File: config.mk
export PLATFORM = sky130hd
export DESIGN_NAME = rr_arb_4_onehot
export DESIGN_NICKNAME = d
export VERILOG_FILES = /design/src/rtl/rr_arb_4_onehot.sv
export SDC_FILE = /design/constraint.sdc
export NUM_CORES = 1
export LEC_CHECK = 0
export ABC_AREA = 1
export ABC_CLOCK_PERIOD_IN_PS = 1700
export BUFFER_PORTS_ARGS = -buffer_cell sky130_fd_sc_hd__buf_2
export CELL_PAD_IN_SITES_DETAIL_PLACEMENT = 1
export CELL_PAD_IN_SITES_GLOBAL_PLACEMENT = 1
export CORE_MARGIN = 5
export CORE_UTILIZATION = 35
export CTS_CLUSTER_SIZE = 30
export DETAILED_ROUTE_END_ITERATION = 10
export MAX_ROUTING_LAYER = met4
export PLACE_DENSITY = 0.83
export SKIP_CTS_REPAIR_TIMING = 1
export SLEW_MARGIN = 20
export SYNTH_ARGS = -nofsm -noshare
export SYNTH_HDL_FRONTEND = slang
export SYNTH_SLANG_ARGS = --single-unit
File: constraint.sdc
create_clock -name clk -period 1.7 [get_ports clk]
set_input_delay 0.17 -clock clk [delete_from_list [all_inputs] [get_ports clk]]
set_output_delay 0.17 -clock clk [all_outputs]
set_load 0.05 [all_outputs]
File: src/rtl/rr_arb_4_onehot.sv
// Round-robin arbiter producing a registered one-hot grant, held until the consumer releases it.
// Define ARB_TIMEOUT_EN to force-release a grant after MAX_HOLD cycles with a one-cycle timeout pulse.
module rr_arb_4_onehot #(
  parameter int NREQ     = 4,
  parameter int MAX_HOLD = 16
) (
  input  logic            clk,
  input  logic            rst_n,
  input  logic [NREQ-1:0] req,
  input  logic            done,
  output logic [NREQ-1:0] grant,
  output logic            grant_v,
  output logic            timeout
);

  localparam int PTR_W = $clog2(NREQ);

  typedef enum logic {IDLE, GRANT} state_t;

  state_t           state, state_nxt;
  logic [PTR_W-1:0] last, last_nxt;
  logic [PTR_W-1:0] gnt_idx, gnt_idx_nxt;
  logic [PTR_W-1:0] pick_idx;
  logic [NREQ-1:0]  grant_nxt;
  logic             found;
  logic             release_req;
  logic             force_rel;

  function automatic logic [PTR_W-1:0] wrap_idx(input logic [PTR_W-1:0] base, input int offs);
    int s;
    s = (int'(base) + offs) % NREQ;
    return PTR_W'(s);
  endfunction

  // Search starts just past the last granted index and wraps, so every requester gets a turn.
  always_comb begin
    found    = 1'b0;
    pick_idx = '0;
    for (int i = 1; i <= NREQ; i++) begin
      if (!found && req[wrap_idx(last, i)]) begin
        found    = 1'b1;
        pick_idx = wrap_idx(last, i);
      end
    end
  end

  assign release_req = (state == GRANT) && (done || !req[gnt_idx]);

  always_comb begin
    state_nxt   = state;
    grant_nxt   = grant;
    last_nxt    = last;
    gnt_idx_nxt = gnt_idx;
    case (state)
      IDLE: begin
        if (found) begin
          state_nxt   = GRANT;
          grant_nxt   = NREQ'(1) << pick_idx;
          gnt_idx_nxt = pick_idx;
        end
      end
      GRANT: begin
        if (release_req || force_rel) begin
          state_nxt = IDLE;
          grant_nxt = '0;
          last_nxt  = gnt_idx;
        end
      end
      default: state_nxt = IDLE;
    endcase
  end

  always_ff @(posedge clk or negedge rst_n) begin
    if (!rst_n) begin
      state   <= IDLE;
      grant   <= '0;
      grant_v <= 1'b0;
      last    <= PTR_W'(NREQ - 1);
      gnt_idx <= '0;
    end else begin
      state   <= state_nxt;
      grant   <= grant_nxt;
      grant_v <= |grant_nxt;
      last    <= last_nxt;
      gnt_idx <= gnt_idx_nxt;
    end
  end

`ifdef ARB_TIMEOUT_EN
  localparam int HCW = $clog2(MAX_HOLD) + 1;

  logic [HCW-1:0] hold_cnt;

  // A normal release on the same edge takes priority, so no timeout pulse in that case.
  assign force_rel = (state == GRANT) && !release_req && (hold_cnt >= HCW'(MAX_HOLD - 1));

  always_ff @(posedge clk or negedge rst_n) begin
    if (!rst_n) begin
      hold_cnt <= '0;
      timeout  <= 1'b0;
    end else begin
      timeout <= force_rel;
      if (state != GRANT) begin
        hold_cnt <= '0;
      end else if (hold_cnt != '1) begin
        hold_cnt <= hold_cnt + HCW'(1);
      end
    end
  end
`else
  assign force_rel = 1'b0;
  // Always zero without the hold counter; MAX_HOLD is referenced so the parameter stays live.
  assign timeout   = (MAX_HOLD < 0);
`endif

endmodule

==> summary by stage, run 1 <==
Status
The run finished, with violations left. The checks that failed: negative setup slack.

Detailed routing
The total number of vias is 924. Summed over all nets, wire length on met2 after detailed routing comes to 1490 µm. For this run, design rule violations remaining after detail routing come to 0. The number of design-rule violations left by the first detailed-router iteration is 12.

After detailed routing, the total wire length is 2800 µm. The residual antenna-violating net count after detailed routing is 0. The final routed wire length divided by cell count is 14.8 µm. The first detailed-routing pass took 3 iterations.

Using the TritonRoute via totals, the vias-per-cell ratio works out to 4.89. Detailed routing placed a total of 45 µm of wire on met3. Routed signal wires occupy layers up through met4. In the final routing, the length of wire on met1 measures 1180 µm.

Clock network
Counting the buffers created by CTS gives 3. The clock passes through at most 2 buffers. TritonCTS built the clock tree.

The number of sinks on the clock net is 10. The number of H-tree levels is 1. Clock-pin slew was measured on the worst setup and hold paths at 0.06 ns. The clock latency at the later pin of the worst-skew pair is 0.26 ns. The library cell used as clock root buffer is sky130_fd_sc_hd__clkbuf_4.

Synth
The number of distinct standard cells referenced by the synthesized netlist is 21. Each instance of the synthesized netlist takes up on average 6.84 µm². The combined area of all synthesized cells is 876 µm². Counting flops and latches in the post-synthesis netlist gives 10. The post-synthesis net count is 135.

For this run, the number of Yosys warnings is 0. Summing the sequential cell areas from Yosys gives 28.9% of the chip area. Synthesis produced 128 cells.

Global routing
The number of global-route vias before repair is 953. The total overflow left after global routing is 0. The wire length of the first global-routing pass is 4100 µm. The largest net degree at the start of global routing is 11.

The number of antenna violations at the first check in global routing was 0. Global routing consumed, over all layers together, 15.4% of the routing resources.

Layout
The post-layout net count is 167. Relative to the synthesized area, the layout overhead comes to 42.0%. The count of inserted antenna diode cells is 0. The final cell count without fillers is 189. The proportion of layout cells with a drive suffix above 1 is 52.2%. The library cells used most frequently in the layout, excluding fill and tap cells, are sky130_fd_sc_hd__nand2_1, sky130_fd_sc_hd__nand2_4, sky130_fd_sc_hd__nand2_2. The leading cell type in the layout, fill and taps excluded is sky130_fd_sc_hd__nand2_1.

Hold path
The kind of path behind the tightest hold check is primary input to flip-flop. Counting instances, the worst hold path has a depth of 4. The startpoint identified for the worst hold timing path is done. The worst hold path terminates at state$_DFF_PN0_.

Floorplan
Measured along the y axis, the die boundary spans 60.0 µm. The horizontal die dimension is 60.0 µm. The top-level port count is 13. Once the floorplan was initialized, standard cells occupied 36.0% of the core. The area enclosed by the die boundary is 3600 µm².

The number of rows created at floorplan is 18. The area of the core is 2430 µm².

STA
For the finished layout, the period the worst path requires is 1.97 ns. The worst setup margin is -0.266 ns. Between clock sinks in the finished design, the worst skew comes to 0.00480 ns. The worst hold slack is 0.251 ns. The setup total negative slack is -1.37 ns. The highest achievable clock rate is 509 MHz.

The hold violation total from the final report is 0. In the finished design, the share of the clock period the worst path needs comes to 116%. The number of failing setup endpoints in the final timing report is 8. Setup repair after global routing could not meet its margin everywhere. The number of pins exceeding their max-slew limit in the final report is 0.

Placed design
The post-place setup slack is -0.232 ns. At the end of routability-driven placement, the weighted congestion stood at 0.931. The number of placed cells counting well taps is 178. The count of input and output buffers is 11. The HPWL after detailed placement is 1930 µm.

Setup path
On the worst path, the slowest cell contributes a delay of 0.64 ns. The critical path in this run is classified as flip-flop to flip-flop. The startpoint identified for the worst register-to-register timing path is last[0]$_DFFE_PN1P_. The critical path goes through inv_8, nand2_4, nand2_4, nand2_4, nand2_4, nor2_8, nand3_4, nand2_4, nand2_4, nand2_1, nand2_1, nand2_1, nand2_2, nor2_2, nand2_1. In this design, the critical path's most frequently occurring cell is sky130_fd_sc_hd__nand2_4. Across all register-to-register paths, the minimum setup slack is -0.27 ns. The reg-to-reg critical path endpoint is grant_v$_DFF_PN0_. The critical path's slowest cell is sky130_fd_sc_hd__dfstp_2. For the worst setup path, the data required time is 1.85 ns. STA classifies the critical path startpoint as a flip-flop. The arrival time at the worst endpoint is 2.12 ns. The worst-path maximum fanout is 8.

STA classifies the critical path endpoint as a flip-flop. The count of cells along the worst register-to-register path is 15.

Run
The number of maximum-capacitance violations is 0.
how the worst max path moves through the flow:
stage                        end                start  cells after the start
4_1_cts        grant_v$_DFF_PN0_  last[0]$_DFFE_PN1P_                     15
3_3_place_gp   grant_v$_DFF_PN0_  last[0]$_DFFE_PN1P_                     15
6_report       grant_v$_DFF_PN0_  last[0]$_DFFE_PN1P_                     15
2_1_floorplan  grant_v$_DFF_PN0_  last[0]$_DFFE_PN1P_                     16
5_1_grt        grant_v$_DFF_PN0_  last[0]$_DFFE_PN1P_                     15
3_5_place_dp   grant_v$_DFF_PN0_  last[0]$_DFFE_PN1P_                     13
metal layers:
| layer | up-vias | track usage [%] |
|---|---|---|
| li1 | 456 | - |
| met1 | 442 | 19.0 |
| met2 | 16 | 25.8 |
| met3 | 10 | 1.30 |
| met4 | 0 | 6.01 |
| met5 | - | - |
cell usage after synthesis, drive strengths merged:
library cell	count	share of area [%]
dfstp	2	6.0
nand4	2	1.4
nand3b	1	0.86
conb	1	0.43
inv	15	7.6
buf	3	3.0
o21ai	9	5.1
nand3	14	9.4
nand2	67	39
dfrtp	8	23
a21oi	1	0.57
nor2	5	4.0
flip-flops by register name, summed over array words and instances, names as in the netlist:
name and count:
gnt_idx 2, state 1, grant_v 1, last 2, grant 4
layout make-up:
cell class | count | area, µm²
Inverter | 15 | 66.3
Tap cell | 30 | 37.5
Timing Repair Buffer | 30 | 208
Fill cell | 310 | 1190
Sequential cell | 10 | 253
Clock buffer | 4 | 36.3
Multi-Input combinational cell | 100 | 643
cells by family after synthesis:
logic type | Yosys count | share of synthesized area, %
flops | 10 | 28.9
compound gates | 10 | 5.71
buf+inv | 18 | 10.6
simple gates | 89 | 54.4
other cells | 1 | 0.428
worst max-delay path, delay by kind of cell, from the launching register on:
family / cells / cell delay [ns]
and+or+nand+nor: 14 / 1.13
DFF: 1 / 0.64
buffers and inverters: 1 / 0.08
metrics by stage:
| step | util, % | instance area [µm²] |
|---|---|---|
| floorplan | - | 895 |
| global placement | 43.1 | 1050 |
| detailed placement | 43.1 | 1050 |
| CTS | 44.5 | 1080 |
| global route | 51.1 | 1240 |
| finish | 51.1 | 1240 |
Power of run 1 is not shown: default switching activity piles up to over one toggle a cycle in this logic, so the estimate is an artifact.
==> run 2: changes to the inputs <==
CORE_ASPECT_RATIO = 1.25   (was unset)
==> summary by stage, run 2 (synthesis gave the netlist of run 1 again) <==
Detailed routing
The detailed router used layers up to and including met4. The total length of routed wires is 2590 µm (-7.3%). The residual antenna-violating net count after detailed routing is 0 (unchanged). The final routed wire length divided by cell count was 13.2 µm (-11%). The routed length on met3 was 42 µm (-6.7%). The number of design-rule violations left by the first detailed-router iteration came to 6 (-6).

The total number of vias is 922 (-0.22%). The detailed-route vias per instance was 4.70 (-3.8%). The number of iterations in the first detailed-routing pass is 4 (+1). The number of remaining DRC errors was 0 (unchanged). The amount of wire on met2 after detailed routing is 1540 µm (+3.4%).

The detailed-route wire length on metal 1 came to 964 µm (-18%).

Placed design
The total cell area at the placement stage was 1050 µm² (+0.36%). The count of input and output buffers was 11 (unchanged). The final HPWL from detailed placement is 1860 µm (-3.8%). The placer's final routability congestion estimate is 0.816 (-12%). The post-place setup slack is -0.249 ns (-0.0173 ns).

Layout
The final cell area excluding filler cells came to 1270 µm² (+2.1%). The proportion of layout cells with a drive suffix above 1 is 55.2% (+3.0 points). In the layout the commonest cells are sky130_fd_sc_hd__nand2_1, sky130_fd_sc_hd__nand2_2, sky130_fd_sc_hd__buf_4.

The post-layout net count is 171 (+2.4%). The storage element area came to 253 µm² (unchanged). Leaving out fill and tap cells, the most frequent cell in the layout is sky130_fd_sc_hd__nand2_1. The combined area of the multi-input logic cells was 643 µm² (unchanged). Ranked by flip-flop count, first place goes to grant. In the final layout, the registers with the most flip-flops are grant: 4 flops, gnt_idx: 2 flops, last: 2 flops. The final design utilization was 52.3% (+1.2 points). The count of inserted antenna diode cells was 0 (unchanged). The area growth from synthesis to layout is 45.0%. The filler cell count in the final layout was 322 (+3.9%). The flip-flop count of the largest register, all copies and words added is 4 (unchanged).

Clock network
The clock latency at the later pin of the worst-skew pair came to 0.25 ns (about the same). The library cell used as clock root buffer is sky130_fd_sc_hd__clkbuf_4. TritonCTS built the clock tree. The maximum clock insertion buffer count came to 2 (unchanged). The CTS buffer count is 3 (unchanged).

The number of sinks on the clock net was 10 (unchanged). The number of H-tree levels is 1 (unchanged). The clock transition time at the flip-flop clock pins of the worst setup and hold paths is 0.06 ns (about the same).

Status
The flow ran to the end, but the final reports show violations. The final reports fail on negative setup slack.

Run
The number of maximum-capacitance violations was 0 (unchanged).

Floorplan
The horizontal die dimension is 54.7 µm (-8.8%). The top-level port count is 13 (unchanged). The floorplan die height was 65.9 µm (+9.8%). The number of rows created at floorplan was 20 (+2). The area of the core was 2430 µm² (-0.21%). The area enclosed by the die boundary is 3610 µm² (+0.17%). The initial core utilization is 36.1% (+0.074 points).

Setup path
The category of the critical setup timing path is flip-flop to flip-flop. The worst-path maximum fanout is 4 (-4). The reg-to-reg critical path endpoint is grant_v$_DFF_PN0_. STA classifies the critical path endpoint as a flip-flop.

The number of buffers and inverters on the critical path came to 1 (unchanged). In this run the critical register-to-register path is launched from last[0]$_DFFE_PN1P_. Traced cell by cell, the critical path runs through buf_6, nand2_2, nand2_4, nand2_2, nand2_2, nand2_2, nand2_4, nand2_4, nand3_1, o21ai_1, nand2_1, nand2_2, nor2_2, nand2_1. The required time of the critical path is 1.84 ns (about the same). The top cell family by delay on the critical path is simple AND/OR/NAND/NOR gates. The largest stage delay on the critical path is 0.61 ns (-0.03 ns). The count of cells along the worst register-to-register path is 14 (-1). The most prevalent standard cell on the critical path is sky130_fd_sc_hd__nand2_2. STA classifies the critical path startpoint as a flip-flop. The critical path's slowest cell is sky130_fd_sc_hd__dfstp_2. The worst reg-to-reg setup slack came to -0.20 ns (+0.07 ns). The arrival time at the worst endpoint is 2.04 ns (-0.08 ns).

STA
The worst setup skew after layout is 0.00180 ns (-0.00300 ns). The number of pins exceeding their max-slew limit in the final report is 0 (unchanged). Setup repair after global routing could not meet its margin everywhere. The setup total negative slack is -0.540 ns (+0.832 ns).

The number of failing setup endpoints in the final timing report came to 8 (unchanged). The minimum clock period came to 1.90 ns (-0.0657 ns). The hold violation total from the final report came to 0 (unchanged). The worst setup margin is -0.200 ns (+0.0657 ns). The final period utilization is 112% (-3.9 points).

The highest achievable clock rate is 526 MHz (+3.5%).

Global routing
The total overflow reported by the global router is 0 (unchanged). The wire length of the first global-routing pass is 3680 µm (-10%). The number of antenna violations at the first check in global routing is 0 (unchanged). The number of global-route vias before repair is 902 (-5.4%). The largest net degree at the start of global routing is 11 (unchanged). The overall routing resource usage is 13.8% (-1.5 points).

Hold path
The count of cells along the worst hold path is 4 (unchanged). The origin of the worst min-delay path is done. The endpoint of the worst hold-timing path is state$_DFF_PN0_. The worst hold path belongs to the class primary input to flip-flop.

Pwr
Power spread over the standard cell area amounts to 2410 nW/µm². The cell leakage power is 0.000681 µW. Across the VDD grid, the largest voltage drop is 1.35 mV.
[run 2: layout make-up]
class / instances / share of cell area, %
Clock buffer: 4 / 2.07
Inverter: 15 / 5.42
Multi-Input combinational cell: 100 / 50.6
Sequential cell: 10 / 19.9
Tap cell: 33 / 3.25
Timing Repair Buffer: 34 / 18.7
[run 2: routing by layer]
layer / vias to the layer above / track usage (%)
met4: 0 / 3.74
met2: 8 / 26.6
met3: 4 / 0.677
li1: 467 / -
met5: - / -
met1: 443 / 14.5
[run 2: stage by stage]
step	instances	total power, µW	hold slack, ns
5_1_grt	196	3340	0.240
2_1_floorplan	128	1830	-0.126
3_5_place_dp	181	2360	0.0372
3_3_place_gp	181	2300	0.0358
6_report	196	3050	0.205
4_1_cts	185	2540	-0.240
[run 2: worst max-delay path by stage]
stage	slack (ns)	to	start	depth (start not counted)
floorplan	-0.03	grant_v$_DFF_PN0_	last[0]$_DFFE_PN1P_	16
global placement	-0.22	grant_v$_DFF_PN0_	last[0]$_DFFE_PN1P_	15
detailed placement	-0.25	grant_v$_DFF_PN0_	last[0]$_DFFE_PN1P_	15
CTS	-0.24	grant_v$_DFF_PN0_	last[0]$_DFFE_PN1P_	15
global route	-0.33	grant_v$_DFF_PN0_	last[0]$_DFFE_PN1P_	14
finish	-0.20	grant_v$_DFF_PN0_	last[0]$_DFFE_PN1P_	14
[run 2: power breakdown]
| part | internal (µW) | switching, µW |
|---|---|---|
| registers | 364 | 110 |
| clock network | 90.3 | 72.6 |
| logic | 971 | 1450 |
| total | 1430 | 1630 |
[run 2: worst register-to-register path, cell delays in order (launching register included)]
cell                      delay [ns]
sky130_fd_sc_hd__dfstp_2        0.61
sky130_fd_sc_hd__buf_6          0.15
sky130_fd_sc_hd__nand2_2        0.06
sky130_fd_sc_hd__nand2_4        0.08
sky130_fd_sc_hd__nand2_2        0.08
sky130_fd_sc_hd__nand2_2        0.09
sky130_fd_sc_hd__nand2_2        0.09
sky130_fd_sc_hd__nand2_4        0.10
sky130_fd_sc_hd__nand2_4        0.07
sky130_fd_sc_hd__nand3_1        0.09
sky130_fd_sc_hd__o21ai_1        0.07
sky130_fd_sc_hd__nand2_1        0.07
sky130_fd_sc_hd__nand2_2        0.07
sky130_fd_sc_hd__nor2_2         0.11
sky130_fd_sc_hd__nand2_1        0.06
No activity file was read; power rests on OpenSTA's default activity.
==> run 3: changes to the inputs <==
GPL_TIMING_DRIVEN = 0   (was unset)
==> summary by stage, run 3 (synthesis gave the netlist of run 1 again) <==
Status
The run finished, with violations left. The final reports fail on negative setup slack.

Clock network
The clock transition time at the flip-flop clock pins of the worst setup and hold paths is 0.06 ns (about the same). TritonCTS built the clock tree. The CTS buffer count is 3 (unchanged).

The number of sinks on the clock net is 10 (unchanged). The clock latency at the later pin of the worst-skew pair is 0.27 ns (+0.02 ns). The maximum clock insertion buffer count is 2 (unchanged).

The root buffer cell chosen for the clock tree is sky130_fd_sc_hd__clkbuf_4. The number of H-tree levels was 1 (unchanged).

Global routing
The largest net degree at the start of global routing is 11 (unchanged). The number of antenna violations at the first check in global routing is 0 (unchanged). The overall routing resource usage came to 13.5% (-0.37 points). The total overflow reported by the global router is 0 (unchanged). The number of global-route vias before repair was 835 (-7.4%).

The wire length of the first global-routing pass came to 3540 µm (-3.9%).

Setup path
The count of cells along the worst register-to-register path was 17 (+3). The worst reg-to-reg setup slack is -0.27 ns (-0.07 ns). STA classifies the critical path startpoint as a flip-flop. By startpoint and endpoint, the worst setup path is classified as flip-flop to flip-flop. Walking the worst path, the cells encountered are buf_4, clkbuf_16, nand2_1, nand2_4, nand2_4, nand2_4, inv_2, nand2_4, nor2_4, nand2_4, nand2_4, nand2_1, nand2_1, nand2_1, nand2_2, nor2_1, nand2_1. The required time of the critical path is 1.86 ns (+0.02 ns). The endpoint identified for the worst register-to-register timing path is grant_v$_DFF_PN0_. The largest stage delay on the critical path is 0.54 ns (-0.07 ns).

The arrival time at the worst endpoint is 2.12 ns (+0.08 ns). The number of buffers and inverters on the critical path is 3 (+2). Among cell families on the critical path, the largest total delay comes from simple AND/OR/NAND/NOR gates.

The worst reg2reg path startpoint is last[0]$_DFFE_PN1P_. The most prevalent standard cell on the critical path is sky130_fd_sc_hd__nand2_4. The worst setup path is captured at a flip-flop. The largest individual stage delay along the critical path comes from the cell sky130_fd_sc_hd__dfstp_2. The worst-path maximum fanout is 5 (+1).

Layout
The count of inserted antenna diode cells was 0 (unchanged). The final design utilization is 49.9% (-2.4 points). More flip-flops sit in one register than any other, and that register is grant. The post-layout net count is 162 (-5.3%). The final cell count without fillers is 187 (-4.6%). The library cells used most frequently in the layout, excluding fill and tap cells, are sky130_fd_sc_hd__nand2_1, sky130_fd_sc_hd__nand2_4, sky130_fd_sc_hd__nand2_2. The flip-flop count of the largest register, all copies and words added is 4 (unchanged).

The filler cell count in the final layout came to 326 (+1.2%). The proportion of layout cells with a drive suffix above 1 came to 48.1% (-7.2 points). The library cell used most frequently in the layout, excluding fill and tap cells, is sky130_fd_sc_hd__nand2_1. Compared with the post-synthesis result, the final layout area differs by 38.3%. The largest registers in the layout are grant: 4 flops, gnt_idx: 2 flops, last: 2 flops. The final cell area excluding filler cells is 1210 µm² (-4.6%).

Floorplan
The top-level port count is 13 (unchanged). The horizontal die dimension was 54.7 µm (unchanged). The area of the core was 2430 µm² (unchanged).

The area enclosed by the die boundary is 3610 µm² (unchanged). The number of rows created at floorplan came to 20 (unchanged). The floorplan die height is 65.9 µm (unchanged).

The initial core utilization was 36.1% (unchanged).

STA
The hold violation total from the final report is 0 (unchanged). The number of failing setup endpoints in the final timing report was 8 (unchanged). The final period utilization is 116% (+3.9 points).

The worst setup skew after layout is 0.00951 ns (+0.00770 ns). The setup total negative slack is -1.07 ns (-0.526 ns). The minimum clock period is 1.97 ns (+0.0665 ns). The worst setup margin is -0.267 ns (-0.0665 ns). The highest achievable clock rate is 508 MHz (-3.4%).

The number of pins exceeding their max-slew limit in the final report is 0 (unchanged). Setup repair after global routing could not meet its margin everywhere.

Detailed routing
The total length of routed wires is 2540 µm (-1.9%). The number of iterations in the first detailed-routing pass is 4 (unchanged). The final routed wire length divided by cell count is 13.6 µm (+2.8%). The residual antenna-violating net count after detailed routing was 0 (unchanged).

The total number of vias came to 904 (-2.0%). The detailed-route vias per instance was 4.83 (+2.8%). The number of remaining DRC errors is 0 (unchanged). The number of design-rule violations left by the first detailed-router iteration came to 7 (+1).

Hold path
The kind of path behind the tightest hold check is primary input to flip-flop. The worst hold path begins at done. The endpoint of the worst hold-timing path is state$_DFF_PN0_. The count of cells along the worst hold path is 4 (unchanged).

Placed design
The final HPWL from detailed placement came to 1750 µm (-5.6%). The total cell area at the placement stage was 991 µm² (-5.7%). The placer's final routability congestion estimate is 0.781 (-4.3%). The number of placed cells counting well taps is 172 (-5.0%). The post-place setup slack is -0.263 ns (-0.0143 ns). The count of input and output buffers is 11 (unchanged).

Pwr
The cell leakage power is 0.000644 µW (-5.5%). The maximum VDD drop is 1.17 mV (-14%). The total power divided by cell area was 2390 nW/µm² (-0.61%).

Run
The number of maximum-capacitance violations is 0 (unchanged).
[run 3: cell count changes in the layout (fill, tap and decap cells not counted), sizes merged]
cell	delta
clkinv	+1
clkbuf	+1
inv	-1
buf	-10
[run 3: area by class of cell]
type	instances	area [µm²]	area share [%]
multi-input combinational	100	628	51.9
sequential	10	253	20.9
timing repair buffer	22	158	13.0
inverter	15	71.3	5.89
tap	33	41.3	3.41
buffer	3	33.8	2.79
clock buffer	4	26.3	2.17
[run 3: worst max-delay path by stage]
| stage | startpoint | endpoint | slack (ns) | depth (start not counted) |
|---|---|---|---|---|
| after floorplan | last[0]$_DFFE_PN1P_ | grant_v$_DFF_PN0_ | -0.03 | 16 |
| after detailed placement | last[0]$_DFFE_PN1P_ | grant_v$_DFF_PN0_ | -0.26 | 16 |
| final | last[0]$_DFFE_PN1P_ | grant_v$_DFF_PN0_ | -0.27 | 17 |
| after CTS | last[0]$_DFFE_PN1P_ | grant_v$_DFF_PN0_ | -0.27 | 16 |
| after global placement | last[0]$_DFFE_PN1P_ | grant_v$_DFF_PN0_ | -0.18 | 14 |
| after global routing | last[0]$_DFFE_PN1P_ | grant_v$_DFF_PN0_ | -0.41 | 16 |
[run 3: layer usage]
| layer | track usage [%] | wire length (µm) |
|---|---|---|
| met1 | 13.8 | 959 |
| met2 | 24.9 | 1530 |
| met3 | 1.35 | 25 |
| met4 | 5.61 | 23 |
| met5 | - | 0 |
[run 3: stage by stage]
stage	hold slack, ns	total power (µW)
after floorplan	-0.126	1830
after global placement	0.0325	2100
after detailed placement	0.0356	2170
after CTS	-0.253	2350
after global routing	0.194	3150
final	0.199	2900
[run 3: worst reg2reg max path, stage by stage, from the launching register on]
cell and delay (ns):
sky130_fd_sc_hd__dfstp_2 0.54, sky130_fd_sc_hd__buf_4 0.12, sky130_fd_sc_hd__clkbuf_16 0.13, sky130_fd_sc_hd__nand2_1 0.08, sky130_fd_sc_hd__nand2_4 0.10, sky130_fd_sc_hd__nand2_4 0.06, sky130_fd_sc_hd__nand2_4 0.10, sky130_fd_sc_hd__inv_2 0.07
sky130_fd_sc_hd__nand2_4 0.09, sky130_fd_sc_hd__nor2_4 0.05, sky130_fd_sc_hd__nand2_4 0.07, sky130_fd_sc_hd__nand2_4 0.06, sky130_fd_sc_hd__nand2_1 0.05, sky130_fd_sc_hd__nand2_1 0.05, sky130_fd_sc_hd__nand2_1 0.06, sky130_fd_sc_hd__nand2_2 0.06
sky130_fd_sc_hd__nor2_1 0.11, sky130_fd_sc_hd__nand2_1 0.06
[run 3: power breakdown]
part	leakage, µW	internal [µW]	total (µW)	switching (µW)
Combinational	0.000507	834	2290	1460
Clock	0.0000150	90.4	164	73.7
Sequential	0.000122	362	438	76.1
Total	0.000644	1290	2900	1610
